`src/rtl/demux_pkg.sv`:
```
// Shared definitions for the registered 1-to-4 demultiplexer: channel count,
// select encoding, buffer state type and the select decoder.
package demux_pkg;

    localparam int NUM_CH = 4;
    localparam int SEL_W  = 2;

    localparam logic [SEL_W-1:0] CH0 = 2'b00;
    localparam logic [SEL_W-1:0] CH1 = 2'b01;
    localparam logic [SEL_W-1:0] CH2 = 2'b10;
    localparam logic [SEL_W-1:0] CH3 = 2'b11;

    typedef enum logic {
        EMPTY = 1'b0,
        FULL  = 1'b1
    } buf_state_e;

    function automatic logic [NUM_CH-1:0] sel_onehot(input logic [SEL_W-1:0] sel);
        logic [NUM_CH-1:0] oh;
        oh = '0;
        case (sel)
            CH0:     oh = 4'b0001;
            CH1:     oh = 4'b0010;
            CH2:     oh = 4'b0100;
            CH3:     oh = 4'b1000;
            default: oh = '0;
        endcase
        return oh;
    endfunction

endpackage

```
`src/rtl/demux_slot.sv`:
```
// One output channel: a single-entry buffer with its own valid/ready sink side
// and a wrapping count of delivered words.
module demux_slot
    import demux_pkg::*;
#(
    parameter int n     = 8,
    parameter int CNT_W = 16
) (
    input  logic             clk,
    input  logic             rst,
    input  logic             load,
    input  logic [n-1:0]     load_data,
    input  logic             ready,
    output logic             valid,
    output logic [n-1:0]     data,
    output logic [CNT_W-1:0] cnt
);

    buf_state_e       state_q, state_d;
    logic [n-1:0]     data_q, data_d;
    logic [CNT_W-1:0] cnt_q, cnt_d;
    logic             deliver;

    // A load wins over a drain so a same-cycle deliver+reload keeps the slot FULL.
    always_comb begin
        deliver = (state_q == FULL) && ready;
        state_d = state_q;
        if (load) begin
            state_d = FULL;
        end else if (deliver) begin
            state_d = EMPTY;
        end
        data_d = load ? load_data : data_q;
        cnt_d  = cnt_q + {{(CNT_W-1){1'b0}}, deliver};
    end

    always_ff @(posedge clk or posedge rst) begin
        if (rst) begin
            state_q <= EMPTY;
            data_q  <= '0;
            cnt_q   <= '0;
        end else begin
            state_q <= state_d;
            data_q  <= data_d;
            cnt_q   <= cnt_d;
        end
    end

    assign valid = (state_q == FULL);
    assign data  = data_q;
    assign cnt   = cnt_q;

endmodule

```
`src/rtl/demux1x4_buf.sv`:
```
// Registered 1-to-4 demultiplexer: routes each accepted source word into the
// one-entry buffer of the channel named by in_sel, one cycle of latency.
module demux1x4_buf
    import demux_pkg::*;
#(
    parameter int n     = 8,
    parameter int CNT_W = 16
) (
    input  logic             clk,
    input  logic             rst,
    input  logic             in_valid,
    output logic             in_ready,
    input  logic [SEL_W-1:0] in_sel,
    input  logic [n-1:0]     in_data,
    output logic [NUM_CH-1:0] out_valid,
    input  logic [NUM_CH-1:0] out_ready,
    output logic [n-1:0]     out_data0,
    output logic [n-1:0]     out_data1,
    output logic [n-1:0]     out_data2,
    output logic [n-1:0]     out_data3,
    output logic [CNT_W-1:0] cnt0,
    output logic [CNT_W-1:0] cnt1,
    output logic [CNT_W-1:0] cnt2,
    output logic [CNT_W-1:0] cnt3
);

    logic [NUM_CH-1:0] load_vec;
    logic              accept;
    logic [n-1:0]      data_arr [NUM_CH];
    logic [CNT_W-1:0]  cnt_arr  [NUM_CH];

    // Readiness looks only at the addressed channel, so a stalled sink blocks
    // the source just while it is being targeted.
    always_comb begin
        in_ready = !out_valid[in_sel] || out_ready[in_sel];
        accept   = in_valid && in_ready;
        load_vec = accept ? sel_onehot(in_sel) : '0;
    end

    for (genvar k = 0; k < NUM_CH; k++) begin : g_slot
        demux_slot #(
            .n     (n),
            .CNT_W (CNT_W)
        ) u_slot (
            .clk       (clk),
            .rst       (rst),
            .load      (load_vec[k]),
            .load_data (in_data),
            .ready     (out_ready[k]),
            .valid     (out_valid[k]),
            .data      (data_arr[k]),
            .cnt       (cnt_arr[k])
        );
    end

    assign out_data0 = data_arr[0];
    assign out_data1 = data_arr[1];
    assign out_data2 = data_arr[2];
    assign out_data3 = data_arr[3];
    assign cnt0      = cnt_arr[0];
    assign cnt1      = cnt_arr[1];
    assign cnt2      = cnt_arr[2];
    assign cnt3      = cnt_arr[3];

endmodule

```
`config.mk`:
```
export PLATFORM = sky130hd
export DESIGN_NAME = demux1x4_buf
export DESIGN_NICKNAME = d
export VERILOG_FILES = /design/src/rtl/demux_pkg.sv /design/src/rtl/demux_slot.sv /design/src/rtl/demux1x4_buf.sv
export SDC_FILE = /design/constraint.sdc
export NUM_CORES = 1
export LEC_CHECK = 0
export BUFFER_PORTS_ARGS = -buffer_cell sky130_fd_sc_hd__buf_2
export CAP_MARGIN = 15
export CORE_MARGIN = 5
export CORE_UTILIZATION = 47
export CTS_CLUSTER_SIZE = 28
export DETAILED_ROUTE_END_ITERATION = 6
export PLACE_DENSITY = 0.69
export SYNTH_ARGS = -nofsm -noshare
export SYNTH_HDL_FRONTEND = slang
export SYNTH_HIERARCHICAL = 1
export SYNTH_SLANG_ARGS = --single-unit
```
`constraint.sdc`:
```
create_clock -name clk -period 2.08 [get_ports clk]
set_input_delay 0.416 -clock clk [delete_from_list [all_inputs] [get_ports clk]]
set_output_delay 0.416 -clock clk [all_outputs]
set_load 0.02 [all_outputs]
```
# Word level (Yosys, flattened, before mapping)

Index checks and enable logic that the tools add are counted.

Register bits after elaboration: 100
Input port bits: 17
Logic and storage cells: 46

Add/subtract/negate cells: 4
$lt $le $gt $ge: 1
Equality and inequality tests: 3
Multiplexer cells: 14
Reductions and logical operators: 12

Operators by type and width:

| operator                                                                     | count |
|---|---|
| 16-bit by 1-bit adder with 16-bit output                                     | 4 |
| 4-bit case mux with 4 select lines                                           | 1 |
| 1-bit two-way mux                                                            | 10 |
| 2-bit nonzero test                                                           | 4 |
| 1-bit logical AND                                                            | 5 |
| 1-bit binary-select mux with 2-bit select                                    | 2 |
| 2-bit == test, second input constant                                         | 2 |
| 4-bit two-way mux                                                            | 1 |
| 2-bit by 3-bit less-than comparator with 1-bit output, second input constant | 1 |
| 2-bit by 1-bit == test with 1-bit output, second input constant              | 1 |
| 2-bit logical NOT                                                            | 1 |
| 1-bit logical NOT                                                            | 1 |
| 1-bit logical OR                                                             | 1 |

# Logic depth before layout (Yosys ltp)

Gate-level depths: netlist of run 1.

Depth in word-level cells: 7
Mapped depth: 6

# Modules after synthesis

Netlist of run 1, hierarchy kept.

Modules (own cells, without submodules):

| module       | times used | cells each | area each (µm²) | seq. area each (µm²) |
|---|---|---|---|---|
| demux_slot   | 4          | 82         | 1058.5          | 625.6 |
| demux1x4_buf | 1          | 9          | 101.3           | 0.0 |

# Worst setup path after synthesis of run 1

OpenSTA, ideal clock, no wires.

Kind: reg-to-reg
From: register g_slot[2].u_slot.state_q
To: register g_slot[2].u_slot.cnt_q[12]
Library setup time: 80 ps
Arrival time: 1634 ps
Required time: 2000 ps
Setup slack: 367 ps
Stages on the path, launching flop included: 7
Clock period less this slack: 1713 ps
Path through: dfrtp_1 and2_1 ha_1 ha_1 nand3_1 nor4_1 xor2_1

Longest elaborated chain between the ends: 2

RTL lines:

| item                                     | line             | RTL |
|---|---|---|
| start: declaration                       | demux_slot.sv:19 | `buf_state_e state_q, state_d;` |
| start signal: assignment                 | demux_slot.sv:43 | `state_q <= state_d;` |
| 1-bit logical AND                        | demux_slot.sv:26 | `deliver = (state_q == FULL) && ready;` |
| 16-bit by 1-bit adder with 16-bit output | demux_slot.sv:34 | `cnt_d = cnt_q + {{(CNT_W-1){1'b0}}, deliver};` |
| via g_slot[2].u_slot.cnt_d[12]           | demux_slot.sv:21 | `logic [CNT_W-1:0] cnt_q, cnt_d;` |
| end signal: assignment                   | demux_slot.sv:45 | `cnt_q <= cnt_d;` |
| end: declaration                         | demux_slot.sv:21 |  |

The timed path passes the listed nets, and every way through them passes these cells.
A chain may end at the register's enable or synchronous reset.

# Worst setup path after layout of run 1

From: register g_slot[0].u_slot.state_q
To: output port in_ready

Longest elaborated chain between the ends: 4

RTL lines:

| item                                      | line               | RTL |
|---|---|---|
| start: declaration                        | demux_slot.sv:19   |  |
| start signal: assignment                  | demux_slot.sv:43   |  |
| 1-bit binary-select mux with 2-bit select | demux1x4_buf.sv:35 | `in_ready = !out_valid[in_sel] \|\| out_ready[in_sel];` |
| 1-bit two-way mux (not written as such)   | demux1x4_buf.sv:35 |  |
| 1-bit logical NOT                         | demux1x4_buf.sv:35 |  |
| 1-bit logical OR                          | demux1x4_buf.sv:35 |  |
| end: declaration                          | demux1x4_buf.sv:12 | `output logic in_ready,` |

Every way passes these cells. The select of a mux whose other input is x is not followed.

==> impl_summary.txt, run 1 <==
----------------------------------------------------
[Setup path]
  Cell depth of the worst flop-to-flop path ... 6
  Worst Setup Start Kind ... flip-flop
  Critical path capture point type ... output port
  Worst path required time ... 1.66 ns
  Arrival time worst endpoint ... 1.49 ns
  CP max FO ... 4
  Reg2Reg Setup Slack ... 0.34 ns
  Type of the worst setup path ... reg2out

[Routing]
  Total number of vias ... 3042
  Remaining number of nets flagged by the antenna check after routing ... 0
  Wire per inst ... 16.1 um
  DRC viols ... 0
  Detailed Route WL ... 9330 um
  Number of violations reported at the end of detailed-routing iteration 0 ... 72
  Mean number of vias per cell ... 5.24
  Number of detailed-routing iterations run before antenna repair ... 5

[Final layout]
  Area grow syn2layout ... 22.5%
  Diodes inserted ... 0
  Fraction of final layout cells sized beyond drive strength 1 ... 0.400
  Fill cell count ... 801
  Multi-input logic area ... 0.00178 mm2
  Finished Layout Cells ... 581
  Post-layout net count ... 495
  Most common cell after layout, fill and taps aside ... buf_2
  Register cell area after layout ... 0.00250 mm2
  Leading cell types in the layout, fill and taps excluded ... buf_2, dfrtp_1, xor2_1, mux2_2

[Die]
  Initial core utilization ... 0.476
  Die Ht ... 106 um
  Number of cell rows ... 35
  Horizontal die dimension ... 106 um
  Total die area ... 0.0112 mm2
  Core outline area ... 0.00911 mm2
  IO Count ... 118

[Placement]
  IO buf count ... 117
  HPWL Detailed ... 7180 um
  Routability Congestion ... 0.801
  Number of instances in the placed design ... 566

[Clock tree]
  Total clock sinks ... 100
  Maximum count of clock buffers along a single path ... 2
  CTS buffer count ... 9
  Maximum level of the CTS H-tree ... 3
  Clock root buffer ... clkbuf_8
  Clock latency at the later pin of the worst-skew pair ... 0.35 ns
  Cts hold-fix bufs ... 0
  Setup fix buffers added after clock tree synthesis ... 0
  Clock tree from TritonCTS ... yes
  Clk pin slew, worst setup/hold paths ... 0.09 ns
  Number of instances resized during post-cts repair ... 0

[Logic synthesis]
  Cell taking the most area after synthesis ... dfrtp_1
  Post-Synthesis Cell Area ... 0.00434 mm2
  Number of library cell types mapped by synthesis ... 24
  Cells after Synth ... 337
  Syn_area_per_cell ... 12.9 um2
  Proportion of synthesized chip area in sequential cells ... 0.577
  Area contributors post-synth ... dfrtp_1, xor2_1, mux2_2
  Synthesis Warnings ... 6
  Net count after synthesis ... 366
  FF+latch count, synth ... 100
  Area share of the leading cell type in the synthesized netlist ... 0.577

[Timing]
  Max frequency ... 0.525 GHz
  Final cycle utilization of the critical path ... 0.916
  RSZ-0062 raised after global routing ... no
  Final worst clock skew ... 0.0148 ns
  Final critical delay including setup and external delays ... 1.91 ns
  Least-Margin Pin Slew ... 0.455 ns
  Hold violation total from the final report ... 0
  Final number of max-transition violations ... 0
  Final count of negative-setup-slack endpoints ... 0
  Relative slew slack ... 0.697
  Setup Total Neg Slack ... 0 ns

[GRT]
  Number of global-route vias before repair ... 3016
  Maximum number of pins on one net before global-route repair ... 26
  Global routing usage summed across all routing layers ... 0.175
  Global-route wire length before repair ... 15600 um
  GRT Residual Overflow ... 0
  Antenna violations before repair ... 0

[Power and ir drop]
  Highest ir drop seen on vdd ... 0.584 mV
  Leakage power ... 2.83 nW
  PD cells ... 933 mW/mm2

[Flow run]
  Max-cap violation count ... 0

[Worst hold path]
  Class of the tightest hold or removal check ... in2async

[Outcome]
  Outcome ... completed

----------------------------------------------------
-- worst max-delay path: stages (launching register included) --
cell and delay [ns]:
dfrtp_1 0.40, nand2b_1 0.11, mux4_2 0.45, buf_2 0.18
-- per-stage QoR --
| step | area, um2 | util | worst slack, ns | hold slack [ns] | power [mW] |
|---|---|---|---|---|---|
| after floorplan | 4340 | - | 0.367 | 0.443 | 3.17 |
| after global placement | 5090 | 0.559 | 0.332 | 0.453 | 3.60 |
| after detailed placement | 5090 | 0.559 | 0.247 | 0.458 | 3.64 |
| after CTS | 5310 | 0.583 | 0.136 | 0.131 | 5.02 |
| after global routing | 5310 | 0.583 | 0.0997 | 0.159 | 5.22 |
| final | 5310 | 0.583 | 0.174 | 0.134 | 4.96 |
-- cell usage after synthesis, drive strengths merged --
library cell	number
dfrtp	100
xor2	44
mux2	32
nand3	24
nand2	20
nand4	16
nor3	16
nor4	16
ha	12
inv	12
nor2	12
xnor2	12
a21o	4
and2	4
clkbuf	4
nand2b	4
and4b	2
and4	1
mux4	1
nor4bb	1
-- power breakdown --
group	internal, mW	switching, mW	total [mW]	leakage (nW)
logic	0.401	0.649	1.05	1.44
registers	2.23	0.291	2.52	1.28
clock network	0.743	0.640	1.38	0.113
total	3.37	1.58	4.96	2.83
-- worst paths after layout --
| path | startpoint | end |
|---|---|---|
| worst max-delay path | g_slot[0].u_slot/valid | in_ready |
| worst min-delay path | rst | g_slot[2].u_slot/data[2] |
| worst max register to register | g_slot[0].u_slot/valid | g_slot[0].u_slot/cnt[14] |
| worst min register to register | g_slot[2].u_slot/cnt[15] | g_slot[2].u_slot/cnt[15] |
| max in group asynchronous | rst | g_slot[0].u_slot/data[6] |
| min in group clk | out_ready[1] | g_slot[1].u_slot/valid |
-- final cells by class --
cell class / instances / share of cell area
Clock buffer: 12 / 0.0292
Clock inverter: 3 / 0.0130
Inverter: 12 / 0.00848
Multi-Input combinational cell: 221 / 0.335
Sequential cell: 100 / 0.471
Tap cell: 111 / 0.0261
Timing Repair Buffer: 122 / 0.117
-- logic make-up after synthesis --
group                      synth area share
adders and majority gates            0.0346
xor gates and xnor gates              0.113
and+or+nand+nor                       0.166
buffers and inverters                0.0139
AOI/OAI and AO/OA                   0.00693
DFF                                   0.577
muxes                                0.0883
-- layer usage --
metal,vias to the layer above,share of wire,GRT usage
li1,1438,-,-
met1,1503,0.46,0.241
met2,92,0.47,0.276
met3,9,0.056,0.0376
met4,0,0.013,0.0601
met5,-,0,0
-- registers in the layout (all words and copies together), names as in the netlist --
| name | flops |
|---|---|
| g_slot.u_slot/data | 32 |
| g_slot.u_slot/valid | 4 |
| g_slot.u_slot/cnt | 64 |
Note: power is estimated with default switching activity, not from simulation.
==> inputs of run 2 (changes only) <==
- CORE_ASPECT_RATIO: default -> 1.25
- CTS_BUF_LIST: default -> sky130_fd_sc_hd__clkbuf_8 sky130_fd_sc_hd__clkbuf_16
==> run 2 against run 1 <==
Net effect:
- final cell count is 2.2% higher
- worst hold slack better by 0.016 ns
- sequential power hardly changed
- global-route usage is 0.47 points higher
- critical path type unchanged
- highest routed layer unchanged
==> impl_summary.txt, run 2 (synthesis gave the netlist of run 1 again) <==
----------------------------------------------------
[Die]
  Initial core utilization ... 0.478 (was 0.476)
  Die Ht ... 117 um (was 106 um)
  Horizontal die dimension ... 95.9 um (was 106 um)
  Number of cell rows ... 39 (was 35)
  Total die area ... 0.0113 mm2 (was 0.0112 mm2)
  Core outline area ... 0.00908 mm2 (was 0.00911 mm2)
  IO Count ... 118 (unchanged)

[Setup path]
  CP max FO ... 4 (unchanged)
  Worst path required time ... 1.66 ns (about the same)
  Largest stage delay on the critical path ... 0.46 ns (was 0.45 ns)
  Type of the worst setup path ... reg2out (unchanged)
  Worst Setup Start Kind ... flip-flop (unchanged)
  CP Cell Sequence ... nand2b_1 > mux4_2 > buf_2 (unchanged)
  Critical path capture point type ... output port (unchanged)
  Slowest stage cell on the critical path ... mux4_2 (unchanged)
  Arrival time worst endpoint ... 1.47 ns (was 1.49 ns)

[GRT]
  Maximum number of pins on one net before global-route repair ... 26 (unchanged)
  Number of global-route vias before repair ... 3147 (was 3016)
  Global-route wire length before repair ... 15800 um (was 15600 um)
  Antenna violations before repair ... 0 (unchanged)
  GRT Residual Overflow ... 0 (unchanged)
  Global routing usage summed across all routing layers ... 0.179 (was 0.175)

[Power and ir drop]
  Internal Pwr Total ... 3.50 mW (was 3.37 mW)
  Part of the power in the clock network ... 0.302 (was 0.279)
  Net switching component of the power ... 1.63 mW (was 1.58 mW)
  Power, Total ... 5.13 mW (was 4.96 mW)
  Combinational fraction of design power ... 0.206 (was 0.212)
  Switching fraction of total power ... 0.317 (was 0.319)
  Leakage power ... 2.86 nW (was 2.83 nW)
  Highest ir drop seen on vdd ... 0.598 mV (was 0.584 mV)
  PD cells ... 952 mW/mm2 (was 933 mW/mm2)
  Share of power burned in registers ... 0.492 (was 0.509)

[Timing]
  Relative slew slack ... 0.666 (was 0.697)
  Final cycle utilization of the critical path ... 0.909 (was 0.916)
  Final worst clock skew ... 0.00609 ns (was 0.0148 ns)
  RSZ-0062 raised after global routing ... no (unchanged)
  Final critical delay including setup and external delays ... 1.89 ns (was 1.91 ns)
  Setup Total Neg Slack ... 0 ns (unchanged)
  Final count of negative-setup-slack endpoints ... 0 (unchanged)
  Least-Margin Pin Slew ... 0.501 ns (was 0.455 ns)
  Max frequency ... 0.529 GHz (was 0.525 GHz)
  Hold violation total from the final report ... 0 (unchanged)
  Final number of max-transition violations ... 0 (unchanged)

[Final layout]
  Flip-flop count of the largest register, all copies and words added ... 64 (unchanged)
  Post-layout net count ... 495 (unchanged)
  Diodes inserted ... 0 (unchanged)
  Fill cell count ... 783 (was 801)
  Multi-input logic area ... 0.00178 mm2 (unchanged)
  Leading cell types in the layout, fill and taps excluded ... buf_2, dfrtp_1, xor2_1, mux2_2 (unchanged)
  Most common cell after layout, fill and taps aside ... buf_2 (unchanged)
  Area grow syn2layout ... 24.2% (was 22.5%)
  Register cell area after layout ... 0.00250 mm2 (unchanged)
  Fraction of final layout cells sized beyond drive strength 1 ... 0.399 (was 0.400)

[Clock tree]
  Number of instances resized during post-cts repair ... 0 (unchanged)
  Cts hold-fix bufs ... 0 (unchanged)
  Clock root buffer ... clkbuf_16 (was clkbuf_8)
  Maximum count of clock buffers along a single path ... 2 (unchanged)
  Maximum level of the CTS H-tree ... 3 (unchanged)
  Clock tree from TritonCTS ... yes (unchanged)
  Clk pin slew, worst setup/hold paths ... 0.06 ns (was 0.09 ns)
  Clock latency at the later pin of the worst-skew pair ... 0.33 ns (was 0.35 ns)
  Total clock sinks ... 100 (unchanged)
  Setup fix buffers added after clock tree synthesis ... 0 (unchanged)
  CTS buffer count ... 9 (unchanged)

[Routing]
  Remaining number of nets flagged by the antenna check after routing ... 0 (unchanged)
  Detailed Route WL ... 9670 um (was 9330 um)
  DRC viols ... 0 (unchanged)
  Total number of vias ... 3088 (was 3042)
  Mean number of vias per cell ... 5.20 (was 5.24)
  Wire per inst ... 16.3 um (was 16.1 um)
  Number of detailed-routing iterations run before antenna repair ... 4 (was 5)
  Number of violations reported at the end of detailed-routing iteration 0 ... 86 (was 72)

[Flow run]
  Max-cap violation count ... 0 (unchanged)

[Worst hold path]
  Class of the tightest hold or removal check ... in2async (unchanged)

[Outcome]
  Outcome ... completed (unchanged)

[Placement]
  HPWL Detailed ... 7220 um (was 7180 um)
  Routability Congestion ... 0.847 (was 0.801)
  IO buf count ... 117 (unchanged)

----------------------------------------------------
==> run 2: cell types whose count changed in the layout (fill, tap and decap cells not counted), sizes merged <==
| cell | delta |
|---|---|
| clkinv | +2 |
| bufinv | -2 |
| clkbuf | -1 |
| clkinvlp | +1 |
| inv | +1 |
==> run 2: layer usage <==
layer	up-vias	wire (um)	global-route usage
met5	-	0	0
met4	0	122	0.0810
met3	9	635	0.0384
met2	95	4650	0.273
met1	1548	4260	0.244
li1	1436	-	-
==> run 2: metrics by stage <==
step,hold slack (ns),utilization,setup slack [ns],cell area (um2),instances
floorplan,0.443,-,0.367,4340,337
global placement,0.454,0.562,0.328,5100,578
detailed placement,0.457,0.562,0.222,5100,578
CTS,0.146,0.593,0.147,5390,594
finish,0.150,0.593,0.190,5390,594
global route,0.178,0.593,0.0928,5390,594
==> run 2: worst paths after layout <==
kind	start	end	slack [ns]	cells past startpoint
min in group clk	out_ready[3]	g_slot[3].u_slot/valid	0.36	3
worst min register to register	g_slot[0].u_slot/cnt[15]	g_slot[0].u_slot/cnt[15]	0.47	1
worst max register to register	g_slot[3].u_slot/valid	g_slot[3].u_slot/cnt[14]	0.31	6
worst max-delay path	g_slot[0].u_slot/valid	in_ready	0.19	3
max in group asynchronous	rst	g_slot[2].u_slot/data[1]	1.66	3
worst min-delay path	rst	g_slot[1].u_slot/data[1]	0.15	3
==> run 2: final cells by class <==
| type | count | share of cell area |
|---|---|---|
| Clock buffer | 11 | 0.0469 |
| Inverter | 12 | 0.00836 |
| Sequential cell | 100 | 0.465 |
| Tap cell | 123 | 0.0286 |
| Multi-Input combinational cell | 221 | 0.330 |
| Timing Repair Buffer | 122 | 0.116 |
| Clock inverter | 5 | 0.00534 |
==> run 2: critical path, delay by kind of cell, from the launching register on <==
family | cells | cell delay, ns
simple gates | 1 | 0.11
mux | 1 | 0.46
flops | 1 | 0.40
buf+inv | 1 | 0.18
==> run 2: power by group through the flow <==
stage	sequential (mW)	combinational (mW)	clock, mW
2_1_floorplan	2.88	0.288	0
3_3_place_gp	2.54	1.06	0
3_5_place_dp	2.56	1.08	0
4_1_cts	2.53	1.08	1.60
5_1_grt	2.58	1.15	1.69
6_report	2.53	1.05	1.55
==> inputs of run 3 (changes only) <==
- CORE_UTILIZATION: 47 -> 46
- PLACE_DENSITY: 0.69 -> 0.67
==> run 3 against run 2 <==
Net effect:
- routed wire length decreased by 1.8%
- register-to-register slack barely moved
- worst hold slack worse by 0.0052 ns
- largest power group unchanged
- fmax is 0.81% higher
- sequential cell count did not move
- highest routed layer unchanged
==> impl_summary.txt, run 3 (synthesis gave the netlist of run 1 again) <==
----------------------------------------------------
[Outcome]
  Outcome ... completed (unchanged)

[Setup path]
  Type of the worst setup path ... reg2out (unchanged)
  Destination of the worst register-to-register timing path ... g_slot[2].u_slot/cnt[12] (was g_slot[3].u_slot/cnt[14])
  Reg2Reg Setup Slack ... 0.30 ns (was 0.31 ns)
  Delay-heaviest family, CP ... multiplexers (unchanged)
  CP max FO ... 4 (unchanged)
  CP Cell Sequence ... nand2b_1 > mux4_2 > buf_2 (unchanged)
  Startpoint of the most critical register-to-register path ... g_slot[2].u_slot/valid (was g_slot[3].u_slot/valid)
  Critical path capture point type ... output port (unchanged)
  Worst path required time ... 1.66 ns (about the same)
  Cell depth of the worst flop-to-flop path ... 6 (unchanged)
  Worst Setup Start Kind ... flip-flop (unchanged)
  Total buffers and inverters traversed by the critical path ... 1 (unchanged)
  Arrival time worst endpoint ... 1.46 ns (was 1.47 ns)
  Largest stage delay on the critical path ... 0.44 ns (was 0.46 ns)
  Slowest stage cell on the critical path ... mux4_2 (unchanged)

[Final layout]
  Most common cell after layout, fill and taps aside ... buf_2 (unchanged)
  Post-layout net count ... 496 (was 495)
  Fraction of final layout cells sized beyond drive strength 1 ... 0.405 (was 0.399)
  Diodes inserted ... 0 (unchanged)
  Flip-flop count of the largest register, all copies and words added ... 64 (unchanged)
  Area grow syn2layout ... 24.6% (was 24.2%)
  Leading cell types in the layout, fill and taps excluded ... buf_2, dfrtp_1, xor2_1, mux2_2 (unchanged)

[Clock tree]
  Setup fix buffers added after clock tree synthesis ... 0 (unchanged)
  Number of instances resized during post-cts repair ... 0 (unchanged)
  Clock tree from TritonCTS ... yes (unchanged)
  Clock root buffer ... clkbuf_16 (unchanged)
  CTS buffer count ... 9 (unchanged)
  Maximum level of the CTS H-tree ... 3 (unchanged)
  Clock latency at the later pin of the worst-skew pair ... 0.34 ns (was 0.33 ns)
  Total clock sinks ... 100 (unchanged)
  Cts hold-fix bufs ... 0 (unchanged)
  Clk pin slew, worst setup/hold paths ... 0.07 ns (was 0.06 ns)
  Maximum count of clock buffers along a single path ... 2 (unchanged)

[Placement]
  Routability Congestion ... 0.841 (was 0.847)
  IO buf count ... 117 (unchanged)
  HPWL Detailed ... 7200 um (was 7220 um)

[Die]
  Die Ht ... 119 um (was 117 um)
  Horizontal die dimension ... 96.8 um (was 95.9 um)
  Initial core utilization ... 0.473 (was 0.478)
  Core outline area ... 0.00917 mm2 (was 0.00908 mm2)
  Number of cell rows ... 39 (unchanged)
  Total die area ... 0.0115 mm2 (was 0.0113 mm2)
  IO Count ... 118 (unchanged)

[GRT]
  Global routing usage summed across all routing layers ... 0.172 (was 0.179)
  GRT Residual Overflow ... 0 (unchanged)
  Number of global-route vias before repair ... 3185 (was 3147)
  Maximum number of pins on one net before global-route repair ... 26 (unchanged)
  Global-route wire length before repair ... 16000 um (was 15800 um)
  Antenna violations before repair ... 0 (unchanged)

[Worst hold path]
  Class of the tightest hold or removal check ... in2async (unchanged)

[Power and ir drop]
  Power, Total ... 5.17 mW (was 5.13 mW)
  PD cells ... 957 mW/mm2 (was 952 mW/mm2)
  Highest ir drop seen on vdd ... 0.894 mV (was 0.598 mV)
  Leakage power ... 2.86 nW (about the same)

[Routing]
  Detailed Route WL ... 9500 um (was 9670 um)
  Remaining number of nets flagged by the antenna check after routing ... 0 (unchanged)
  Number of violations reported at the end of detailed-routing iteration 0 ... 94 (was 86)
  DRC viols ... 0 (unchanged)
  Mean number of vias per cell ... 5.11 (was 5.20)
  Total number of vias ... 3042 (was 3088)
  Number of detailed-routing iterations run before antenna repair ... 4 (unchanged)
  Wire per inst ... 16.0 um (was 16.3 um)

[Timing]
  Relative slew slack ... 0.701 (was 0.666)
  Final worst clock skew ... 0.00552 ns (was 0.00609 ns)
  RSZ-0062 raised after global routing ... no (unchanged)
  Hold violation total from the final report ... 0 (unchanged)
  Final cycle utilization of the critical path ... 0.901 (was 0.909)
  Final critical delay including setup and external delays ... 1.87 ns (was 1.89 ns)
  Final number of max-transition violations ... 0 (unchanged)
  Max frequency ... 0.533 GHz (was 0.529 GHz)
  Final count of negative-setup-slack endpoints ... 0 (unchanged)
  Least-Margin Pin Slew ... 0.448 ns (was 0.501 ns)
  Setup Total Neg Slack ... 0 ns (unchanged)

[Flow run]
  Max-cap violation count ... 0 (unchanged)

----------------------------------------------------
[run 3: cell types whose count changed in the layout (fill, tap and decap cells not counted)]
cell / previous run / this run
clkinvlp_4: 1 / 3
inv_1: 14 / 12
buf_4: 5 / 6
[run 3: final cells by class]
type	instances	area, um2
clock buffer	11	253
fill	808	3770
inverter	12	45.0
tap	123	154
multi-input combinational	221	1780
timing repair buffer	123	631
clock inverter	5	36.3
sequential	100	2500
[run 3: worst max path at each step]
| stage | startpoint | to | cells after the start |
|---|---|---|---|
| finish | g_slot[1].u_slot/valid | in_ready | 3 |
| global route | g_slot[1].u_slot/valid | in_ready | 3 |
| CTS | g_slot[0].u_slot/valid | in_ready | 3 |
| detailed placement | out_ready[1] | g_slot[1].u_slot/cnt[14] | 7 |
| global placement | out_ready[0] | g_slot[0].u_slot/cnt[12] | 7 |
| floorplan | g_slot[2].u_slot/valid | g_slot[2].u_slot/cnt[12] | 6 |
[run 3: report_power, final]
| group | leakage, nW | internal, mW | switching, mW |
|---|---|---|---|
| clock | 0.134 | 0.876 | 0.714 |
| sequential | 1.28 | 2.23 | 0.288 |
| combinational | 1.45 | 0.402 | 0.654 |
[run 3: worst reg2reg max path: stages (launching register included)]
cell,delay (ns)
dfrtp_1,0.42
and2_1,0.19
ha_1,0.18
ha_1,0.23
nand3_1,0.16
nor4_1,0.36
xor2_1,0.17
[run 3: routing by layer]
metal  share of wire  vias to the layer above  track usage
li1                -                     1447            -
met1            0.43                     1501        0.223
met2            0.49                       84        0.263
met3           0.066                       10       0.0536
met4           0.017                        0       0.0817
met5               0                        -            0
[run 3: stage by stage]
| step | cell area [um2] | util | instances | setup WS [ns] | hold slack, ns |
|---|---|---|---|---|---|
| 6_report | 5400 | 0.589 | 595 | 0.205 | 0.145 |
| 5_1_grt | 5400 | 0.589 | 595 | 0.122 | 0.174 |
| 4_1_cts | 5400 | 0.589 | 595 | 0.165 | 0.147 |
| 3_5_place_dp | 5110 | 0.557 | 579 | 0.216 | 0.452 |
| 3_3_place_gp | 5110 | 0.557 | 579 | 0.327 | 0.450 |
| 2_1_floorplan | 4340 | - | 337 | 0.367 | 0.443 |
